--- src/rtl/fd_packet_feeder_pkg.sv ---
`default_nettype none
// ============================================================================
// Module      : fd_packet_feeder_pkg
// Description : Shared constants for the fetch-to-decode packet feeder. This
//               covers the side-band field widths, the bit positions inside
//               push_ctrl/ctrl_out, and the feeder FSM state encoding.
// Revision    : 1.0 - initial release
// ============================================================================
package fd_packet_feeder_pkg;

  localparam int FD_CTRL_W   = 6;
  localparam int IE_TYPE_W   = 4;
  localparam int BP_ALIAS_W  = 8;
  localparam int BR_TARGET_W = 32;

  // Bit positions inside push_ctrl / ctrl_out
  localparam int CTRL_IDTR_ORIG     = 5;  // instr_is_IDTR_orig
  localparam int CTRL_IDTR_POP_EFL  = 4;  // IDTR_is_POP_EFLAGS
  localparam int CTRL_P_OP_1_2      = 3;
  localparam int CTRL_P_OP_21_22    = 2;
  localparam int CTRL_P_OP_22_23    = 1;
  localparam int CTRL_INV_OP1_WB    = 0;  // invalidate_op1_wb

  // Feeder FSM encoding
  localparam logic [0:0] RUN        = 1'b0;
  localparam logic [0:0] FAULT_HOLD = 1'b1;

  // Width of one stored entry: packet + alias + target + tnt + ie + ie_type + ctrl
  function automatic int entry_w(input int pkt_w);
    return pkt_w + BP_ALIAS_W + BR_TARGET_W + 1 + 1 + IE_TYPE_W + FD_CTRL_W;
  endfunction

endpackage
`default_nettype wire

--- src/rtl/fd_packet_feeder_if.sv ---
`default_nettype none
// ============================================================================
// Module      : fd_packet_feeder_if
// Description : Fetch-push / latch-load bus of the fetch-to-decode feeder.
//               master : fetch + latch control side (drives push_*, latch_ld,
//                        flush; observes push_ready and head outputs)
//               slave  : the feeder itself
// Revision    : 1.0 - initial release
// ============================================================================
interface fd_packet_feeder_if #(
  parameter int DEPTH = 4,
  parameter int PKT_W = 128
);
  import fd_packet_feeder_pkg::*;

  // Push side
  logic                   push_valid;
  logic                   push_ready;
  logic [PKT_W-1:0]       push_packet;
  logic [BP_ALIAS_W-1:0]  push_bp_alias;
  logic [BR_TARGET_W-1:0] push_br_target;
  logic                   push_br_tnt;
  logic                   push_ie;
  logic [IE_TYPE_W-1:0]   push_ie_type;
  logic [FD_CTRL_W-1:0]   push_ctrl;

  // Latch control
  logic                   latch_ld;
  logic                   flush;

  // Head / latch input side
  logic                   valid_out;
  logic [PKT_W-1:0]       packet_out;
  logic [BP_ALIAS_W-1:0]  bp_alias_out;
  logic [BR_TARGET_W-1:0] br_target_out;
  logic                   br_tnt_out;
  logic                   ie_out;
  logic [IE_TYPE_W-1:0]   ie_type_out;
  logic [FD_CTRL_W-1:0]   ctrl_out;
  logic [$clog2(DEPTH):0] count;

  modport master (
    output push_valid, push_packet, push_bp_alias, push_br_target, push_br_tnt,
           push_ie, push_ie_type, push_ctrl, latch_ld, flush,
    input  push_ready, valid_out, packet_out, bp_alias_out, br_target_out,
           br_tnt_out, ie_out, ie_type_out, ctrl_out, count
  );

  modport slave (
    input  push_valid, push_packet, push_bp_alias, push_br_target, push_br_tnt,
           push_ie, push_ie_type, push_ctrl, latch_ld, flush,
    output push_ready, valid_out, packet_out, bp_alias_out, br_target_out,
           br_tnt_out, ie_out, ie_type_out, ctrl_out, count
  );

endinterface
`default_nettype wire

--- src/rtl/fd_feeder_ram.sv ---
`default_nettype none
// ============================================================================
// Module      : fd_feeder_ram
// Description : DEPTH x W register array, one synchronous write port and one
//               combinational read port. Contents are not reset; the owner
//               qualifies reads with its own occupancy.
// Ports       : clk      - write clock
//               i_we     - write enable
//               i_waddr  - write index
//               i_wdata  - write data
//               i_raddr  - read index
//               o_rdata  - read data (combinational)
// Revision    : 1.0 - initial release
// ============================================================================
module fd_feeder_ram #(
  parameter int DEPTH = 4,
  parameter int W     = 180
) (
  input  wire logic                     clk,
  input  wire logic                     i_we,
  input  wire logic [$clog2(DEPTH)-1:0] i_waddr,
  input  wire logic [W-1:0]             i_wdata,
  input  wire logic [$clog2(DEPTH)-1:0] i_raddr,
  output logic      [W-1:0]             o_rdata
);

  logic [W-1:0] r_mem [DEPTH];

  always_ff @(posedge clk) begin
    if (i_we) begin
      r_mem[i_waddr] <= i_wdata;
    end
  end

  assign o_rdata = r_mem[i_raddr];

endmodule
`default_nettype wire

--- src/rtl/fd_packet_feeder.sv ---
`default_nettype none
// ============================================================================
// Module      : fd_packet_feeder
// Description : Producer side of the fetch-to-decode latch. This is a circular
//               buffer of fetch entries. It presents the head entry each cycle,
//               pops it on latch_ld, and discards all entries on flush. When an
//               exception entry is accepted, fetch is frozen (FAULT_HOLD) until
//               the next flush.
// Ports       : clk  - pipeline clock
//               clr  - asynchronous active-low reset
//               bus  - fd_packet_feeder_if.slave (push, latch control, head)
// Option      : FD_FEEDER_BYPASS_EN - when defined, a push into an empty
//               feeder that is loaded in the same cycle bypasses storage and
//               drives the head outputs combinationally.
// Revision    : 1.0 - initial release
// ============================================================================
module fd_packet_feeder #(
  parameter int DEPTH = 4,
  parameter int PKT_W = 128
) (
  input  wire logic          clk,
  input  wire logic          clr,
  fd_packet_feeder_if.slave  bus
);
  import fd_packet_feeder_pkg::*;

  localparam int AW = $clog2(DEPTH);
  localparam int CW = AW + 1;
  localparam int EW = entry_w(PKT_W);
  localparam logic [CW-1:0] FULL_CNT = CW'(DEPTH);

  logic [AW-1:0] r_head;
  logic [AW-1:0] r_tail;
  logic [CW-1:0] r_count;
  logic [0:0]    r_state;

  logic          w_empty;
  logic          w_full;
  logic          w_ready;
  logic          w_push;
  logic          w_pop;
  logic          w_wr;
  logic          w_bypass;
  logic [EW-1:0] w_wr_data;
  logic [EW-1:0] w_rd_data;
  logic [EW-1:0] w_out_data;
  logic          w_out_valid;

  assign w_empty = (r_count == '0);
  assign w_full  = (r_count == FULL_CNT);

  // A full feeder still accepts when the head leaves in the same cycle.
  assign w_ready = (r_state == RUN) && (!w_full || bus.latch_ld);
  assign w_push  = bus.push_valid && w_ready;
  assign w_pop   = bus.latch_ld && !w_empty;

`ifdef FD_FEEDER_BYPASS_EN
  assign w_bypass = w_empty && w_push && bus.latch_ld && !bus.flush;
`else
  assign w_bypass = 1'b0;
`endif

  // A push in a flush cycle is dropped; a bypassed push never lands in storage.
  assign w_wr = w_push && !bus.flush && !w_bypass;

  assign w_wr_data = {bus.push_packet, bus.push_bp_alias, bus.push_br_target,
                      bus.push_br_tnt, bus.push_ie, bus.push_ie_type, bus.push_ctrl};

  fd_feeder_ram #(
    .DEPTH (DEPTH),
    .W     (EW)
  ) u_ram (
    .clk     (clk),
    .i_we    (w_wr),
    .i_waddr (r_tail),
    .i_wdata (w_wr_data),
    .i_raddr (r_head),
    .o_rdata (w_rd_data)
  );

  // Head outputs. Payload is forced to zero when empty so the latch captures a
  // clean bubble and stale storage is never visible.
  always_comb begin
    w_out_valid = !w_empty;
    w_out_data  = w_empty ? '0 : w_rd_data;
    if (w_bypass) begin
      w_out_valid = 1'b1;
      w_out_data  = w_wr_data;
    end
  end

  always_ff @(posedge clk or negedge clr) begin
    if (!clr) begin
      r_head  <= '0;
      r_tail  <= '0;
      r_count <= '0;
      r_state <= RUN;
    end else if (bus.flush) begin
      r_head  <= '0;
      r_tail  <= '0;
      r_count <= '0;
      r_state <= RUN;
    end else begin
      if (w_wr) begin
        r_tail <= r_tail + AW'(1);
      end
      if (w_pop) begin
        r_head <= r_head + AW'(1);
      end
      case ({w_wr, w_pop})
        2'b10:   r_count <= r_count + CW'(1);
        2'b01:   r_count <= r_count - CW'(1);
        default: r_count <= r_count;
      endcase
      // Accepted exception entry (stored or bypassed) freezes fetch until flush.
      if (w_push && bus.push_ie) begin
        r_state <= FAULT_HOLD;
      end
    end
  end

  assign bus.push_ready = w_ready;
  assign bus.valid_out  = w_out_valid;
  assign bus.count      = r_count;
  assign {bus.packet_out, bus.bp_alias_out, bus.br_target_out, bus.br_tnt_out,
          bus.ie_out, bus.ie_type_out, bus.ctrl_out} = w_out_data;

endmodule
`default_nettype wire

--- src/flat_wrapper.sv ---
// flat-port wrapper written by rule: the top's interface ports become plain ports
module fd_packet_feeder_flat import fd_packet_feeder_pkg::*;
#(
  parameter int DEPTH = 4,
  parameter int PKT_W = 128
)
  (clk, clr, bus_push_valid, bus_push_packet, bus_push_bp_alias, bus_push_br_target, bus_push_br_tnt, bus_push_ie, bus_push_ie_type, bus_push_ctrl, bus_latch_ld, bus_flush, bus_push_ready, bus_valid_out, bus_packet_out, bus_bp_alias_out, bus_br_target_out, bus_br_tnt_out, bus_ie_out, bus_ie_type_out, bus_ctrl_out, bus_count);
  fd_packet_feeder_if #(.DEPTH(DEPTH), .PKT_W(PKT_W)) bus_i ();
  input  wire logic clk;
  input  wire logic clr;
  input wire logic [$bits(bus_i.push_valid)-1:0] bus_push_valid;
  input wire logic [$bits(bus_i.push_packet)-1:0] bus_push_packet;
  input wire logic [$bits(bus_i.push_bp_alias)-1:0] bus_push_bp_alias;
  input wire logic [$bits(bus_i.push_br_target)-1:0] bus_push_br_target;
  input wire logic [$bits(bus_i.push_br_tnt)-1:0] bus_push_br_tnt;
  input wire logic [$bits(bus_i.push_ie)-1:0] bus_push_ie;
  input wire logic [$bits(bus_i.push_ie_type)-1:0] bus_push_ie_type;
  input wire logic [$bits(bus_i.push_ctrl)-1:0] bus_push_ctrl;
  input wire logic [$bits(bus_i.latch_ld)-1:0] bus_latch_ld;
  input wire logic [$bits(bus_i.flush)-1:0] bus_flush;
  output wire logic [$bits(bus_i.push_ready)-1:0] bus_push_ready;
  output wire logic [$bits(bus_i.valid_out)-1:0] bus_valid_out;
  output wire logic [$bits(bus_i.packet_out)-1:0] bus_packet_out;
  output wire logic [$bits(bus_i.bp_alias_out)-1:0] bus_bp_alias_out;
  output wire logic [$bits(bus_i.br_target_out)-1:0] bus_br_target_out;
  output wire logic [$bits(bus_i.br_tnt_out)-1:0] bus_br_tnt_out;
  output wire logic [$bits(bus_i.ie_out)-1:0] bus_ie_out;
  output wire logic [$bits(bus_i.ie_type_out)-1:0] bus_ie_type_out;
  output wire logic [$bits(bus_i.ctrl_out)-1:0] bus_ctrl_out;
  output wire logic [$bits(bus_i.count)-1:0] bus_count;
  assign bus_i.push_valid = bus_push_valid;
  assign bus_i.push_packet = bus_push_packet;
  assign bus_i.push_bp_alias = bus_push_bp_alias;
  assign bus_i.push_br_target = bus_push_br_target;
  assign bus_i.push_br_tnt = bus_push_br_tnt;
  assign bus_i.push_ie = bus_push_ie;
  assign bus_i.push_ie_type = bus_push_ie_type;
  assign bus_i.push_ctrl = bus_push_ctrl;
  assign bus_i.latch_ld = bus_latch_ld;
  assign bus_i.flush = bus_flush;
  assign bus_push_ready = bus_i.push_ready;
  assign bus_valid_out = bus_i.valid_out;
  assign bus_packet_out = bus_i.packet_out;
  assign bus_bp_alias_out = bus_i.bp_alias_out;
  assign bus_br_target_out = bus_i.br_target_out;
  assign bus_br_tnt_out = bus_i.br_tnt_out;
  assign bus_ie_out = bus_i.ie_out;
  assign bus_ie_type_out = bus_i.ie_type_out;
  assign bus_ctrl_out = bus_i.ctrl_out;
  assign bus_count = bus_i.count;
  fd_packet_feeder #(.DEPTH(DEPTH), .PKT_W(PKT_W)) u_core (.clk(clk), .clr(clr), .bus(bus_i));
endmodule
--- config.mk ---
export PLATFORM = sky130hd
export DESIGN_NAME = fd_packet_feeder_flat
export DESIGN_NICKNAME = d
export VERILOG_FILES = /design/src/rtl/fd_packet_feeder_pkg.sv /design/src/rtl/fd_packet_feeder_if.sv /design/src/rtl/fd_feeder_ram.sv /design/src/rtl/fd_packet_feeder.sv /design/src/flat_wrapper.sv
export SDC_FILE = /design/constraint.sdc
export NUM_CORES = 1
export LEC_CHECK = 0
export ABC_CLOCK_PERIOD_IN_PS = 18700
export CORE_MARGIN = 5
export CORE_UTILIZATION = 55
export DETAILED_ROUTE_END_ITERATION = 7
export HOLD_SLACK_MARGIN = 0.1
export PLACE_DENSITY = 0.8
export SYNTH_ARGS = -nofsm -noshare
export SYNTH_HDL_FRONTEND = slang
export SYNTH_HIERARCHICAL = 1
export SYNTH_SLANG_ARGS = --single-unit
--- constraint.sdc ---
create_clock -name clk -period 18.7 [get_ports clk]
set_input_delay 3.74 -clock clk [delete_from_list [all_inputs] [get_ports clk]]
set_output_delay 3.74 -clock clk [all_outputs]
set_load 0.01 [all_outputs]
==> Word level (Yosys, flattened, before mapping) <==
Memory sizes are Yosys's and may differ from the RTL's.
Index checks and enable logic that the tools add are counted.
{ "totals": {"ff_bits": 8, "ramBits": 720, "input_bits": 185, "output_inout_bits": 185, "word_cells": 38, "n_memories": 1} }
{ "op_classes": {"n_addsub": 4, "eq_ne": 3, "n_mux": 11, "n_bitwise": 1, "n_reduce_logical": 14} }
{ "memory_table": {"columns": ["memory", "depth", "width", "rd", "rd_ports_with_merged_regs", "wr", "line", "text"], "rows": [
  ["u_core.u_ram.r_mem", 4, 180, 1, 0, 1, "fd_feeder_ram.sv:27", "logic [W-1:0] r_mem [DEPTH];"]
]} }
{ "ops": {"columns": ["op", "count"], "rows": [
  ["180-bit two-way mux", 1],
  ["2-bit two-way mux", 4],
  ["3-bit case mux with 2 select lines", 1],
  ["2-bit nonzero test", 3],
  ["1-bit logical AND", 5],
  ["2-bit by 1-bit adder with 2-bit output (second input constant)", 2],
  ["1-bit two-way mux", 4],
  ["3-bit by 1-bit adder with 3-bit output (second input constant)", 1],
  ["3-bit == test (second input constant)", 1],
  ["1-bit zero test", 3],
  ["3-bit zero test", 1],
  ["3-bit two-way mux", 1],
  ["3-bit nonzero test", 1],
  ["3-bit by 1-bit subtractor with 3-bit output (second input constant)", 1],
  ["2-bit by 1-bit == test with 1-bit output (second input constant)", 1],
  ["2-bit == test (second input constant)", 1],
  ["1-bit logical OR", 1],
  ["1-bit inverter", 1]
]} }

==> Depth between registers and ports, before layout <==
Gate-level depths: netlist of run 1.
{ "logic_depth": {"ltp_word": 9, "ltp_mapped": 8, "mapped_depth_nobuf": 8} }

==> Cells and area by module <==
Netlist of run 1, hierarchy kept.
{ "modules_own_cells": {"columns": ["mod", "instances", "cells_each", "area_per_inst_um2", "seq_area_each_um2"], "rows": [
  ["fd_feeder_ram", 1, 944, 25964.9, 21620.7],
  ["fd_packet_feeder", 1, 247, 1695.4, 200.2]
]} }

==> Worst setup path after synthesis of run 1 <==
No wires, ideal clock.
{ "synth_timing": {"kind": "input -> register", "start": "input port bus_push_valid", "end": "memory u_core.u_ram.r_mem[0][0] (enable)", "setup_time_ps": 977, "arrival_time_ps": 17454, "t_required_ps": 17723, "slack_ps": 269, "cell_stages": 4, "n_path_buf": 0, "path_cell_list": "and2b_2 > nor2b_2 > nor2b_1 > nor3b_1"} }
{ "synth_between": {"elab_chain_len": 4} }
{ "synth_rtl": {"columns": ["element", "line", "text"], "rows": [
  ["start, declared", "flat_wrapper.sv:11", "input wire logic [$bits(bus_i.push_valid)-1:0] bus_push_valid;"],
  ["1-bit logical AND", "fd_packet_feeder.sv:54", "assign w_push = bus.push_valid && w_ready;"],
  ["1-bit logical AND", "fd_packet_feeder.sv:64", "assign w_wr = w_push && !bus.flush && !w_bypass;"],
  ["named net u_core.w_wr", "fd_packet_feeder.sv:42", "logic w_wr;"],
  ["1-bit two-way mux", "fd_feeder_ram.sv:30", "if (i_we) begin"],
  ["1-bit two-way mux (implied by the code)", "fd_feeder_ram.sv:31", "r_mem[i_waddr] <= i_wdata;"],
  ["end, declared", "fd_feeder_ram.sv:27", null]
]} }
The timed path passes the listed nets, and every way through them passes these cells.

==> Final worst setup path of run 1 <==
{ "layout_timing": {"start": "input port bus_latch_ld", "end": "output port bus_push_ready"} }
{ "layout_between": {"elab_chain_len": 2} }
{ "layout_rtl": {"columns": ["element", "line", "text"], "rows": [
  ["start, declared", "flat_wrapper.sv:19", "input wire logic [$bits(bus_i.latch_ld)-1:0] bus_latch_ld;"],
  ["1-bit logical OR", "fd_packet_feeder.sv:53", "assign w_ready = (r_state == RUN) && (!w_full || bus.latch_ld);"],
  ["1-bit logical AND", "fd_packet_feeder.sv:53", null],
  ["end, declared", "flat_wrapper.sv:21", "output wire logic [$bits(bus_i.push_ready)-1:0] bus_push_ready;"]
]} }
No other way between the ends.

==> results of run 1 <==
stage by stage:
stage	power, W	util [%]	worst slack [ps]	cell area (µm²)	std cells
2_1_floorplan	0.00268	-	269	27700	1191
4_1_cts	0.00464	68.5	9710	34200	2317
3_3_place_gp	0.00328	64.1	9740	32000	2187
3_5_place_dp	0.00329	64.1	9710	32000	2187
5_1_grt	0.00478	68.5	9660	34200	2317
6_report	0.00457	68.5	9720	34200	2324
cells in the mapped netlist, drive strengths merged (2+ instances only):
cell / n
edfxtp: 720
mux4: 180
and2: 181
nor2: 9
clkbuf: 24
buf: 37
nand2b: 2
dfrtp: 8
xor2: 3
xnor2: 2
nor2b: 3
nand2: 2
nand3: 3
and3b: 3
routing by layer:
metal / vias to the layer above / global-route usage [%] / wire [µm] / part of all wire [%]
met4: 22 / 6.22 / 1240 / 2.1
met2: 453 / 33.5 / 28700 / 50
met5: - / 0 / 160 / 0.28
li1: 5702 / - / - / -
met1: 6829 / 27.7 / 21600 / 38
met3: 94 / 7.72 / 5720 / 10
layout make-up:
cell class	count	area (µm²)	area share, %
Clock buffer	92	1920	5.61
Tap cell	672	841	2.46
Antenna cell	7	17.5	0.0512
Multi-Input combinational cell	402	5520	16.1
Clock inverter	38	260	0.760
Sequential cell	728	21800	63.8
Timing Repair Buffer	385	3840	11.2
worst max-delay path: stages:
cell             delay [ps]
clkdlybuf4s50_1         560
nor4b_4                 390
nor2_1                   70
clkdlybuf4s50_1         480
state kept, by name, summed over array words and instances, names as in the netlist:
name and flops:
u_core/u_ram/r_mem 720, u_core/bus.count 3, u_core/r_head 2, u_core/r_tail 2, u_core/r_state 1
kinds of logic (layout without fill, tap and decap cells):
kind of cell,after synthesis,in the layout,share of synthesized area [%]
flip-flops,728,728,78.9
AO/OA/AOI/OAI,4,4,0.0814
multiplexers,182,182,14.7
buffers and inverters,61,515,1.23
AND/OR/NAND/NOR,210,210,4.79
other,0,7,0
adder cells (fa/ha/maj),1,1,0.0724
XOR/XNOR,5,5,0.186
power breakdown:
part	internal [W]	switching, W	leakage (nW)
Clock	0.000757	0.000578	1.06
Combinational	0.000729	0.000591	3.03
Sequential	0.00186	0.0000507	6.63
worst max path at each step:
stage	depth (start not counted)	endpoint	slack, ps	from
global route	4	bus_push_ready	9660	bus_latch_ld
floorplan	4	u_core/u_ram/r_mem[0][0]	270	bus_push_valid
global placement	4	bus_push_ready	9740	bus_latch_ld
CTS	4	bus_push_ready	9710	bus_latch_ld
detailed placement	4	bus_push_ready	9710	bus_latch_ld
finish	4	bus_push_ready	9720	bus_latch_ld
==> flow_summary.ini, run 1 <==
[drt]
via_per_inst = 5.64
via_count = 13100
ant_nets = 0
dr.pass1.iters = 5
drc = 0
wl_per_cell_um = 24.7
drt_iter0_drc = 904
drt_wl_total_um = 57400

[final_layout]
final_common_cell = edfxtp_1
area_growth_pct = 23.7
most-common-layout-cells = edfxtp_1, clkdlybuf4s50_1, and2_1
fillCellCount = 3016
drive_gt1_share_pct = 18.6
finalNetCount = 1774

[floorplanning]
die_x_um = 234
dieHeight_um = 234
core_mm2 = 0.0500
ioPinCount = 370
fp.dieArea_mm2 = 0.0549
initial_core_util_pct = 55.4
rows = 82

[hold_path]
hold_class = reg2reg
min_from = u_core/r_state
hold_path_end = u_core/r_state
whs_path_depth = 2

[sta]
hold_violations = 0
fmax_mhz = 111
tightest_slew_ps = 1150
setup_violations = 0
post-route-min-period_ps = 8980
rsz0062_at_grt = false
whs_ps = 561
skew_ps = 23.7
fin_crit_sh_pct = 48.0
maxSlewViolCount = 0
slew_headroom_pct = 23.6
final.setup.tns_ps = 0

[cts]
root_buffer = clkbuf_16
cts_resized = 0
cts_buffers = 71
insertion_delay_ps = 600
cts_setup_buffers = 0
cts-htree-levels = 3
cts.path.max_buffers = 3
tritoncts = built
clk_pin_slew_ps = 60
cts_num_sinks = 728
hold_buffers = 0

[grt]
antenna_found_initial = 16
grt-ovfl-total = 0
grt_max_degree = 142
grt_util_all_layers_pct = 21.0
grt_pass1_wl_um = 86200
grt_pass1_vias = 14000

[synth]
avgSynthCellArea_um2 = 23.2
ys_seq_area_share_pct = 78.9
ys_seq_elements = 728
postSynth.asyncResetShare_pct = 1.10
yosysUniqueCellTypes = 34
synth_nets = 1377
synthCells = 1191
synth.largest_area_cell = edfxtp_1
netlist.area_leader.share_pct = 78.2
synth_edf_count = 720
synth_area_leaders = edfxtp_1, mux4_2, and2_1
yosysWarnings = 6
synth_area_mm2 = 0.0277
synth-main-ff-cell = edfxtp_1

[critical_path]
crit_type = in2out
r2r_end = u_core/u_ram/r_mem[2][134]
critical_path_required_ps = 14960
cp-end-kind = output port
start_kind = input port
crit_arrival_ps = 5240
reg2reg_slack_ps = 14960
worstPathMaxFanout = 6
timing.rr.start = u_core/r_state
rr_worst_depth = 6

[power_and_ir_drop]
p_leak_nw = 10.7
p_per_area_mw_per_mm2 = 134
max-vdd-ir-drop_mv = 0.0937

[place]
place.gp.congestion = 0.749
portBuffers = 369
hpwl_um = 34100

[run_status]
outcome = finished, final reports clean

[job]
cap_violations = 0
(Power assumes the default switching activity.)
==> run 2: changes to the inputs <==
--- a/config.mk
+++ b/config.mk
@@ -5,7 +5,7 @@
 export SDC_FILE = /design/constraint.sdc
 export NUM_CORES = 1
 export LEC_CHECK = 0
-export ABC_CLOCK_PERIOD_IN_PS = 18700
+export ABC_CLOCK_PERIOD_IN_PS = 9400
 export CORE_MARGIN = 5
 export CORE_UTILIZATION = 55
 export DETAILED_ROUTE_END_ITERATION = 7
==> constraint.sdc (replaced) <==
create_clock -name clk -period 9.4 [get_ports clk]
set_input_delay 1.88 -clock clk [delete_from_list [all_inputs] [get_ports clk]]
set_output_delay 1.88 -clock clk [all_outputs]
set_load 0.01 [all_outputs]
==> run 2 against run 1 <==
Net effect:
- first-iteration DRC count up 14%
- sequential cell count unchanged
- final area grew 0.54%
- critical path depth did not move
- die area unchanged
- global-route usage grew 0.23 points
- register-to-register slack worse by 9400 ps
- setup slack worse by 5800 ps
- highest routed layer unchanged
==> flow_summary.ini, run 2 (synthesis results as in run 1) <==
[run_status]
outcome = finished, final reports clean

[cts]
cts-htree-levels = 3
clk_pin_slew_ps = 60
cts_num_sinks = 728
insertion_delay_ps = 600
hold_buffers = 0
root_buffer = clkbuf_16
cts_setup_buffers = 0
tritoncts = built
cts_resized = 0
cts.path.max_buffers = 3
cts_buffers = 74

[sta]
hold_violations = 0
setup_violations = 0
skew_ps = 18.2
whs_ps = 559
slew_headroom_pct = 18.6
maxSlewViolCount = 0
fmax_mhz = 181
post-route-min-period_ps = 5520
rsz0062_at_grt = false
fin_crit_sh_pct = 58.7
final.setup.tns_ps = 0
tightest_slew_ps = 1220

[power_and_ir_drop]
design_power_total_w = 0.00928
p_leak_nw = 10.8
clkPwrFrac_pct = 30.7
intPower_w = 0.00685
p_per_area_mw_per_mm2 = 270
max-vdd-ir-drop_mv = 0.257
p_seq_share_pct = 40.9
combPwrFrac_pct = 28.5
p_sw_share_pct = 26.2
power_switching_w = 0.00243

[critical_path]
startpoint = u_core/r_head[1]
start_kind = flop
critical_path_required_ps = 7520
r2r_end = u_core/u_ram/r_mem[2][178]
timing.rr.start = u_core/r_state
crit_type = reg2out
cp-end-kind = output port
worstPathMaxFanout = 122
crit_arrival_ps = 3640
rr_worst_depth = 5
reg2reg_slack_ps = 5560

[final_layout]
final_common_cell = edfxtp_1
stdcell_area_mm2 = 0.0344
most-common-layout-cells = edfxtp_1, clkdlybuf4s50_1, and2_1
largest_register_ff_count = 720
finalNetCount = 1772
area_growth_pct = 24.4
drive_gt1_share_pct = 18.6
largest_register = u_core/u_ram/r_mem

[place]
hpwl_um = 33700
placed_area_mm2 = 0.0320
portBuffers = 369
place.gp.congestion = 0.776

[grt]
grt-ovfl-total = 0
grt_util_all_layers_pct = 21.3
grt_max_degree = 132
grt_pass1_wl_um = 87000
grt_pass1_vias = 14000
antenna_found_initial = 13

[drt]
via_per_inst = 5.77
ant_nets = 0
via_count = 13400
drt_wl_total_um = 58300
wl_per_cell_um = 25.1
dr.pass1.iters = 5
drc = 0
drt_iter0_drc = 1031

[hold_path]
hold_path_end = u_core/r_state
min_from = u_core/r_state
whs_path_depth = 2
hold_class = reg2reg

[floorplanning]
initial_core_util_pct = 55.4
die_x_um = 234
ioPinCount = 370
core_mm2 = 0.0500
dieHeight_um = 234
fp.dieArea_mm2 = 0.0549
rows = 82

[job]
cap_violations = 0
-- run 2: power by group through the flow --
stage	sequential, W	combinational [W]	clock (W)
final	0.00379	0.00264	0.00285
after global routing	0.00380	0.00282	0.00306
after CTS	0.00379	0.00270	0.00291
after detailed placement	0.00386	0.00267	0
after global placement	0.00385	0.00265	0
after floorplan	0.00383	0.00147	0
-- run 2: metal layers --
metal / share of wire [%] / vias to the layer above / GRT usage, %
li1: - / 5699 / -
met4: 2.1 / 12 / 6.42
met5: 0.13 / - / 0
met2: 49 / 568 / 33.0
met1: 40 / 7051 / 30.3
met3: 8.7 / 86 / 5.81
-- run 2: worst max path at each step --
stage                                endpoint
finish                    bus_packet_out[121]
global route               bus_packet_out[34]
CTS                       bus_packet_out[114]
detailed placement  u_core/u_ram/r_mem[2][59]
global placement    u_core/u_ram/r_mem[2][59]
floorplan            u_core/u_ram/r_mem[0][0]
-- run 2: stage by stage --
stage | utilization, % | setup WS [ps] | instances
after detailed placement | 64.1 | 3660 | 2182
after floorplan | - | 1820 | 1191
after global routing | 68.9 | 3610 | 2321
after global placement | 64.1 | 3720 | 2182
after CTS | 68.8 | 3760 | 2317
final | 68.9 | 3880 | 2325
-- run 2: layout make-up --
class	instances	area, µm²
Sequential cell	728	21800
Clock inverter	41	443
Clock buffer	94	1930
Tap cell	672	841
Antenna cell	8	20.0
Timing Repair Buffer	380	3830
Multi-Input combinational cell	402	5530
Fill cell	3043	15600
-- run 2: worst max-delay path, stage by stage, from the launching register on --
cell	delay (ps)
dfrtp_4	1050
buf_12	560
mux4_2	350
and2_1	220
clkdlybuf4s50_1	580
